==> config.mk <==
export PLATFORM = sky130hd
export DESIGN_NAME = player_motion
export DESIGN_NICKNAME = d
export VERILOG_FILES = /design/src/rtl/player_motion.sv
export SDC_FILE = /design/constraint.sdc
export NUM_CORES = 1
export LEC_CHECK = 0
export ABC_CLOCK_PERIOD_IN_PS = 4900
export BUFFER_PORTS_ARGS = -buffer_cell sky130_fd_sc_hd__buf_2
export CAP_MARGIN = 20
export CORE_MARGIN = 5
export CORE_UTILIZATION = 57
export DETAILED_ROUTE_END_ITERATION = 10
export HOLD_SLACK_MARGIN = 0.03
export PLACE_DENSITY = 0.78
export SLEW_MARGIN = 15
export SYNTH_ARGS = -nofsm -noshare
export SYNTH_HDL_FRONTEND = slang
export SYNTH_SLANG_ARGS = --single-unit
export TNS_END_PERCENT = 1
==> constraint.sdc <==
create_clock -name Clk -period 4.9 [get_ports Clk]
set_clock_uncertainty 0.05 [all_clocks]
set_input_delay 0.98 -clock Clk [delete_from_list [all_inputs] [get_ports Clk]]
set_output_delay 0.98 -clock Clk [all_outputs]
set_load 0.01 [all_outputs]
==> src/rtl/player_motion.sv <==
`default_nettype none
// +------------------------------------------------------------------------+
// | Module  : player_motion                                                |
// | Desc    : Overworld tile-walk controller with collision and encounters. |
// |           Define PLAYER_NOCLIP_EN to drop boulder collision checks.     |
// | Rev     : 1.0  initial release                                          |
// +------------------------------------------------------------------------+
module player_motion #(
  parameter int START_X    = 300,
  parameter int START_Y    = 200,
  parameter int TILE       = 20,
  parameter int STEP       = 2,
  parameter int PLAYER_W   = 14,
  parameter int PLAYER_H   = 20,
  parameter int ENC_THRESH = 3
) (
  input  logic       Clk,
  input  logic       Reset,
  input  logic       frame_clk,
  input  logic [7:0] keycode,
  input  logic       battle_done,
  output logic [9:0] PlayerX,
  output logic [9:0] PlayerY,
  output logic [1:0] facing,
  output logic       anim_frame,
  output logic       encounter,
  output logic       in_battle
);

  localparam logic [9:0]         c_START_X = 10'(START_X);
  localparam logic [9:0]         c_START_Y = 10'(START_Y);
  localparam logic [9:0]         c_STEP    = 10'(STEP);
  localparam logic signed [11:0] c_TILE    = 12'(TILE);
  localparam logic signed [11:0] c_PW      = 12'(PLAYER_W);
  localparam logic signed [11:0] c_PH      = 12'(PLAYER_H);
  localparam logic [4:0]         c_ENC     = 5'(ENC_THRESH);
  localparam logic [15:0]        c_SEED    = 16'hACE1;

  typedef enum logic [1:0] {
    ST_IDLE = 2'd0,
    ST_WALK = 2'd1,
    ST_ENC  = 2'd2
  } t_state;

  t_state      r_state, w_state_nxt;
  logic [9:0]  r_x, r_y, r_tx, r_ty;
  logic [9:0]  w_x_nxt, w_y_nxt, w_tx_nxt, w_ty_nxt, w_sx, w_sy;
  logic [1:0]  r_facing, w_facing_nxt, r_acnt, w_acnt_nxt, w_dir;
  logic        r_anim, w_anim_nxt, r_enc, w_enc_nxt;
  logic        r_fs1, r_fs2, r_fs3, r_tick;
  logic [15:0] r_lfsr;
  logic        w_key_valid, w_oob, w_hit, w_blocked, w_grass;
  logic signed [11:0] w_tx, w_ty;

  function automatic logic f_hit(input logic signed [11:0] bx, input logic signed [11:0] by,
                                 input int x0, input int x1, input int y0, input int y1);
    int l;
    int t;
    l = int'(bx);
    t = int'(by);
    return (l <= x1) && (l + PLAYER_W - 1 >= x0) && (t <= y1) && (t + PLAYER_H - 1 >= y0);
  endfunction

  // Candidate target one tile away in the key direction
  always_comb begin
    w_key_valid = 1'b1;
    w_dir       = 2'b00;
    w_tx        = $signed({2'b00, r_x});
    w_ty        = $signed({2'b00, r_y});
    case (keycode)
      8'h1A:   begin w_dir = 2'b01; w_ty = w_ty - c_TILE; end
      8'h16:   begin w_dir = 2'b00; w_ty = w_ty + c_TILE; end
      8'h04:   begin w_dir = 2'b10; w_tx = w_tx - c_TILE; end
      8'h07:   begin w_dir = 2'b11; w_tx = w_tx + c_TILE; end
      default: w_key_valid = 1'b0;
    endcase
  end

  assign w_oob = (w_tx < 12'sd0) || (w_ty < 12'sd0) ||
                 (w_tx + c_PW > 12'sd640) || (w_ty + c_PH > 12'sd480);

`ifdef PLAYER_NOCLIP_EN
  assign w_hit = 1'b0;
`else
  assign w_hit = f_hit(w_tx, w_ty,   0, 399,  60,  78) ||
                 f_hit(w_tx, w_ty, 500, 639, 200, 218) ||
                 f_hit(w_tx, w_ty,   0, 299, 300, 318) ||
                 f_hit(w_tx, w_ty, 440, 458, 340, 398) ||
                 f_hit(w_tx, w_ty, 440, 639, 399, 418);
`endif

  assign w_blocked = w_oob || w_hit;

  always_comb begin
    w_sx = r_x;
    w_sy = r_y;
    if (r_x < r_tx)      w_sx = r_x + c_STEP;
    else if (r_x > r_tx) w_sx = r_x - c_STEP;
    if (r_y < r_ty)      w_sy = r_y + c_STEP;
    else if (r_y > r_ty) w_sy = r_y - c_STEP;
  end

  assign w_grass = (w_sx <= 10'd299) && (w_sy >= 10'd320) && (w_sy <= 10'd479);

  always_comb begin
    w_state_nxt  = r_state;
    w_x_nxt      = r_x;
    w_y_nxt      = r_y;
    w_tx_nxt     = r_tx;
    w_ty_nxt     = r_ty;
    w_facing_nxt = r_facing;
    w_anim_nxt   = r_anim;
    w_acnt_nxt   = r_acnt;
    w_enc_nxt    = 1'b0;
    case (r_state)
      ST_IDLE: begin
        if (r_tick) begin
          if (w_key_valid) begin
            w_facing_nxt = w_dir;
            if (!w_blocked) begin
              w_tx_nxt    = w_tx[9:0];
              w_ty_nxt    = w_ty[9:0];
              w_acnt_nxt  = 2'd0;
              w_state_nxt = ST_WALK;
            end
          end else begin
            w_anim_nxt = 1'b0;
          end
        end
      end
      ST_WALK: begin
        if (r_tick) begin
          w_x_nxt    = w_sx;
          w_y_nxt    = w_sy;
          w_acnt_nxt = r_acnt + 2'd1;
          if (r_acnt == 2'd3) w_anim_nxt = ~r_anim;
          if (w_sx == r_tx && w_sy == r_ty) begin
            if (w_grass && ({1'b0, r_lfsr[3:0]} < c_ENC)) begin
              w_enc_nxt   = 1'b1;
              w_state_nxt = ST_ENC;
            end else begin
              w_state_nxt = ST_IDLE;
            end
          end
        end
      end
      ST_ENC: begin
        // battle_done outranks any coincident frame tick
        if (battle_done) begin
          w_anim_nxt  = 1'b0;
          w_state_nxt = ST_IDLE;
        end
      end
      default: w_state_nxt = ST_IDLE;
    endcase
  end

  always_ff @(posedge Clk or negedge Reset) begin
    if (!Reset) begin
      r_state  <= ST_IDLE;
      r_x      <= c_START_X;
      r_y      <= c_START_Y;
      r_tx     <= c_START_X;
      r_ty     <= c_START_Y;
      r_facing <= 2'b00;
      r_anim   <= 1'b0;
      r_acnt   <= 2'd0;
      r_enc    <= 1'b0;
      r_fs1    <= 1'b0;
      r_fs2    <= 1'b0;
      r_fs3    <= 1'b0;
      r_tick   <= 1'b0;
      r_lfsr   <= c_SEED;
    end else begin
      r_state  <= w_state_nxt;
      r_x      <= w_x_nxt;
      r_y      <= w_y_nxt;
      r_tx     <= w_tx_nxt;
      r_ty     <= w_ty_nxt;
      r_facing <= w_facing_nxt;
      r_anim   <= w_anim_nxt;
      r_acnt   <= w_acnt_nxt;
      r_enc    <= w_enc_nxt;
      r_fs1    <= frame_clk;
      r_fs2    <= r_fs1;
      r_fs3    <= r_fs2;
      r_tick   <= r_fs2 & ~r_fs3;
      r_lfsr   <= {r_lfsr[14:0], r_lfsr[15] ^ r_lfsr[13] ^ r_lfsr[12] ^ r_lfsr[10]};
    end
  end

  assign PlayerX    = r_x;
  assign PlayerY    = r_y;
  assign facing     = r_facing;
  assign anim_frame = r_anim;
  assign encounter  = r_enc;
  assign in_battle  = (r_state == ST_ENC);

endmodule
`default_nettype wire
==> impl_results.md <==
- Status: finished clean
- Placed cell areas: about 0.0072 mm^2
- Number of global-route vias before repair: 6418
- DP HPWL: 15700 um
- Via count: 6609
- Fraction of synthesis flops using an asynchronous set or reset pin: 1.00
- Synth Area in Compound Gates: 0.215
- FF-to-FF End: r_ty[1]
- Final hold violations: 0
- Fraction of layout cells with a size suffix above 1: 0.222
- Min Tclk post-route: 4.68 ns
- Hold path cells: 0
- Setup crit start kind: input pin
- Site Rows: 38
- Initial drt markers: 740
- Post-CTS Resized: 0
- Largest family of logic cells by synthesized area: simple AND/OR/NAND/NOR gates
- Cell accounting for the most synthesized area: dfrtp_1
- Commonest non-fill, non-tap cell in the layout: buf_4
- Worst flop-to-flop path startpoint: PlayerY[3]
- First-pass GRT wire length: 33100 um
- Netlist cell types: 90
- Tcrit/Tclk final: 0.956
- Post-CTS Setup Repair Bufs: 0
- Final nets: 906
- CTS tree: yes
- Core region area: 0.0109 mm^2
- N_diodes: 0
- CTS Hold Bufs: 0
- Die Area: 0.0135 mm^2
- Required @ worst endpoint: 5.10 ns
- Top_reg_cell synth: dfrtp_1
- Yosys warnings: 0
- Mapped Cells: 769
- Num Clock Sinks: 64
- Drt pass-1 iters: 7
- Pleak: 0.00345 uW
- Vias per cell: 6.62
- Drc violations: 0
- Clock root buffer: clkbuf_16
- Antenna violations before repair: 0
- CTS Buffer Depth: 2
- Pwr dens: 319 mW/mm^2
- IO Pins: 37
- Setup TNS: 0 ns
- Synth Register Bits: 64
- Synth top area cells: dfrtp_1 16%, dfstp_2 9.0%, ha_1 7.8%, xnor2_1 7.4%, mux2i_1 5.0%
- Setup crit end kind: register
- Htree depth: 3
- WL final: 20600 um
- Hold Path Sink: r_lfsr[7]
- Worst min-delay path startpoint: r_lfsr[6]
- Avg Inst Size Synth: 8.33 um^2
- Synthesized cell area: around 0.0064 mm^2
- Number of synthesized flops with an enable pin: 0
- Xor and xnor fraction of the mapped netlist area: 0.116
- R2R Setup Slk: 0.43 ns
- Yosys top cell area share: 0.164
- DRT antenna net count: 0
- Mux cell area share after synthesis: 0.0606
- Synth-to-Final Area Change: 18.3%
- Die height: 116 um
- Crit-path max FO: 8
- CP Class: input pin to register
- CP arrival: 4.88 ns
- Starting Density: 0.586
- Fin. max-slew vios: 0
- Sequential share of the synthesized area: 0.254
- Num CTS Buffers: 9
- Cell count of the worst reg-to-reg path: 17
- Synth Area in Adders: 0.0782
- Worst-Skew Late Latency: approximately 0.34 ns
- Post-synthesis simple-gate area fraction: 0.217
- Max_cap viols: 0
- Port Buffer Count: 34
- RSZ-0062 raised after global routing: false
- Die X: approximately 120 um
- Slew HR: 0.452
- Fin area: around 0.0076 mm^2
- Final core occ: 0.693
- Global placement routability congestion: 0.956
- Largest net degree at the start of global routing: 65
- Worst hold path type: register to register
- Clock-pin slew on the worst setup and hold paths: 0.05 ns
- F_max: 0.214 GHz
- Routed len/inst: 20.7 um
- Measured slew at the worst slew-check pin: a little over 0.8 ns
- GRT Util Overall: 0.314
- Commonest non-fill, non-tap cells in the layout: 85 x buf_4, 64 x nand2_1, 53 x xnor2_1, 47 x nor2_1, 42 x dfrtp_1
- Max VDD drop: 0.383 mV
- Setup violators final: 0
- Gr ovfl total: 0
[metal layers]
metal	wire length [um]	up-vias	global-route usage
li1	-	3010	-
met1	8390	3174	0.411
met2	9720	351	0.507
met3	1770	74	0.0684
met5	0	-	0
met4	755	0	0.122
[metrics by stage]
stage               hold WS (ns)  worst slack, ns  power (uW)  instances
detailed placement         0.291           -0.160        1700        983
finish                     0.297            0.216        2420        999
floorplan                  0.281           0.0229        1330        770
CTS                        0.298            0.174        2390        999
global placement           0.282          -0.0783        1660        983
global route               0.305           0.0218        2550        999
[power breakdown]
group | total, uW | switching [uW] | internal (uW)
sequential | 638 | 51.4 | 586
clock | 686 | 227 | 458
combinational | 1090 | 648 | 447
[cells in the mapped netlist (all sizes together), types with 4 or more instances]
master,number
a211oi,6
or4,6
dfrtp,42
nor2,47
buf,16
xor2,20
o41ai,4
a32oi,5
a31oi,7
a21boi,5
o21a,6
inv,39
a221oi,4
o21ai,42
dfstp,22
nand4,15
o31ai,10
a21oi,38
a21o,7
nor4,18
mux2i,32
o22ai,4
or2,4
nor2b,12
and2,5
a22oi,4
o221ai,5
xnor2,57
nor3,29
a2111oi,5
nand2b,9
nand2,64
or3,11
clkbuf,32
o211ai,5
a31o,5
nand3,23
mux2,6
ha,40
and3,4
[critical path, stage by stage]
cell	delay, ns
buf_2	0.10
or3_1	0.43
or3_4	0.41
a211oi_1	0.29
inv_1	0.12
ha_1	0.20
buf_4	0.16
or4_1	0.52
a21oi_1	0.23
o221ai_1	0.18
a221oi_2	0.35
a2111oi_4	0.13
buf_4	0.16
nand4_1	0.08
buf_4	0.17
buf_12	0.14
mux2i_1	0.23
[layout make-up]
type | count | area (um^2)
multi-input cells | 619 | 4460
fillers | 890 | 3360
flip-flops and latches | 64 | 1630
repair buffers | 121 | 848
clock buffers | 13 | 250
well taps | 140 | 175
inverters | 39 | 146
clock inverters | 3 | 65.1
[kinds of logic after synthesis]
kind of cell	after synthesis
compound gates	194
xor+xnor	79
fa+ha+maj	40
buf+inv	87
flops	64
mux	38
other cells	1
simple gates	266
[registers in the layout (all words and copies together), names as in the netlist]
name and cells:
PlayerX 9, PlayerY 9, anim_frame 1, encounter 1
facing 2, r_acnt 2, r_fs1 1, r_fs2 1
r_fs3 1, r_lfsr 16, r_state 2, r_tick 1
r_tx 9, r_ty 9
[worst max-delay path by stage]
| stage | slack (ns) | startpoint | end | cells past startpoint |
|---|---|---|---|---|
| finish | 0.22 | keycode[5] | r_ty[6] | 17 |
| global route | 0.02 | keycode[5] | r_ty[1] | 19 |
| CTS | 0.17 | keycode[5] | r_ty[1] | 20 |
| detailed placement | -0.16 | keycode[5] | r_ty[1] | 20 |
| global placement | -0.08 | keycode[5] | r_ty[1] | 16 |
| floorplan | 0.02 | keycode[5] | r_tx[1] | 18 |
Note: power is estimated with default switching activity, not from simulation.
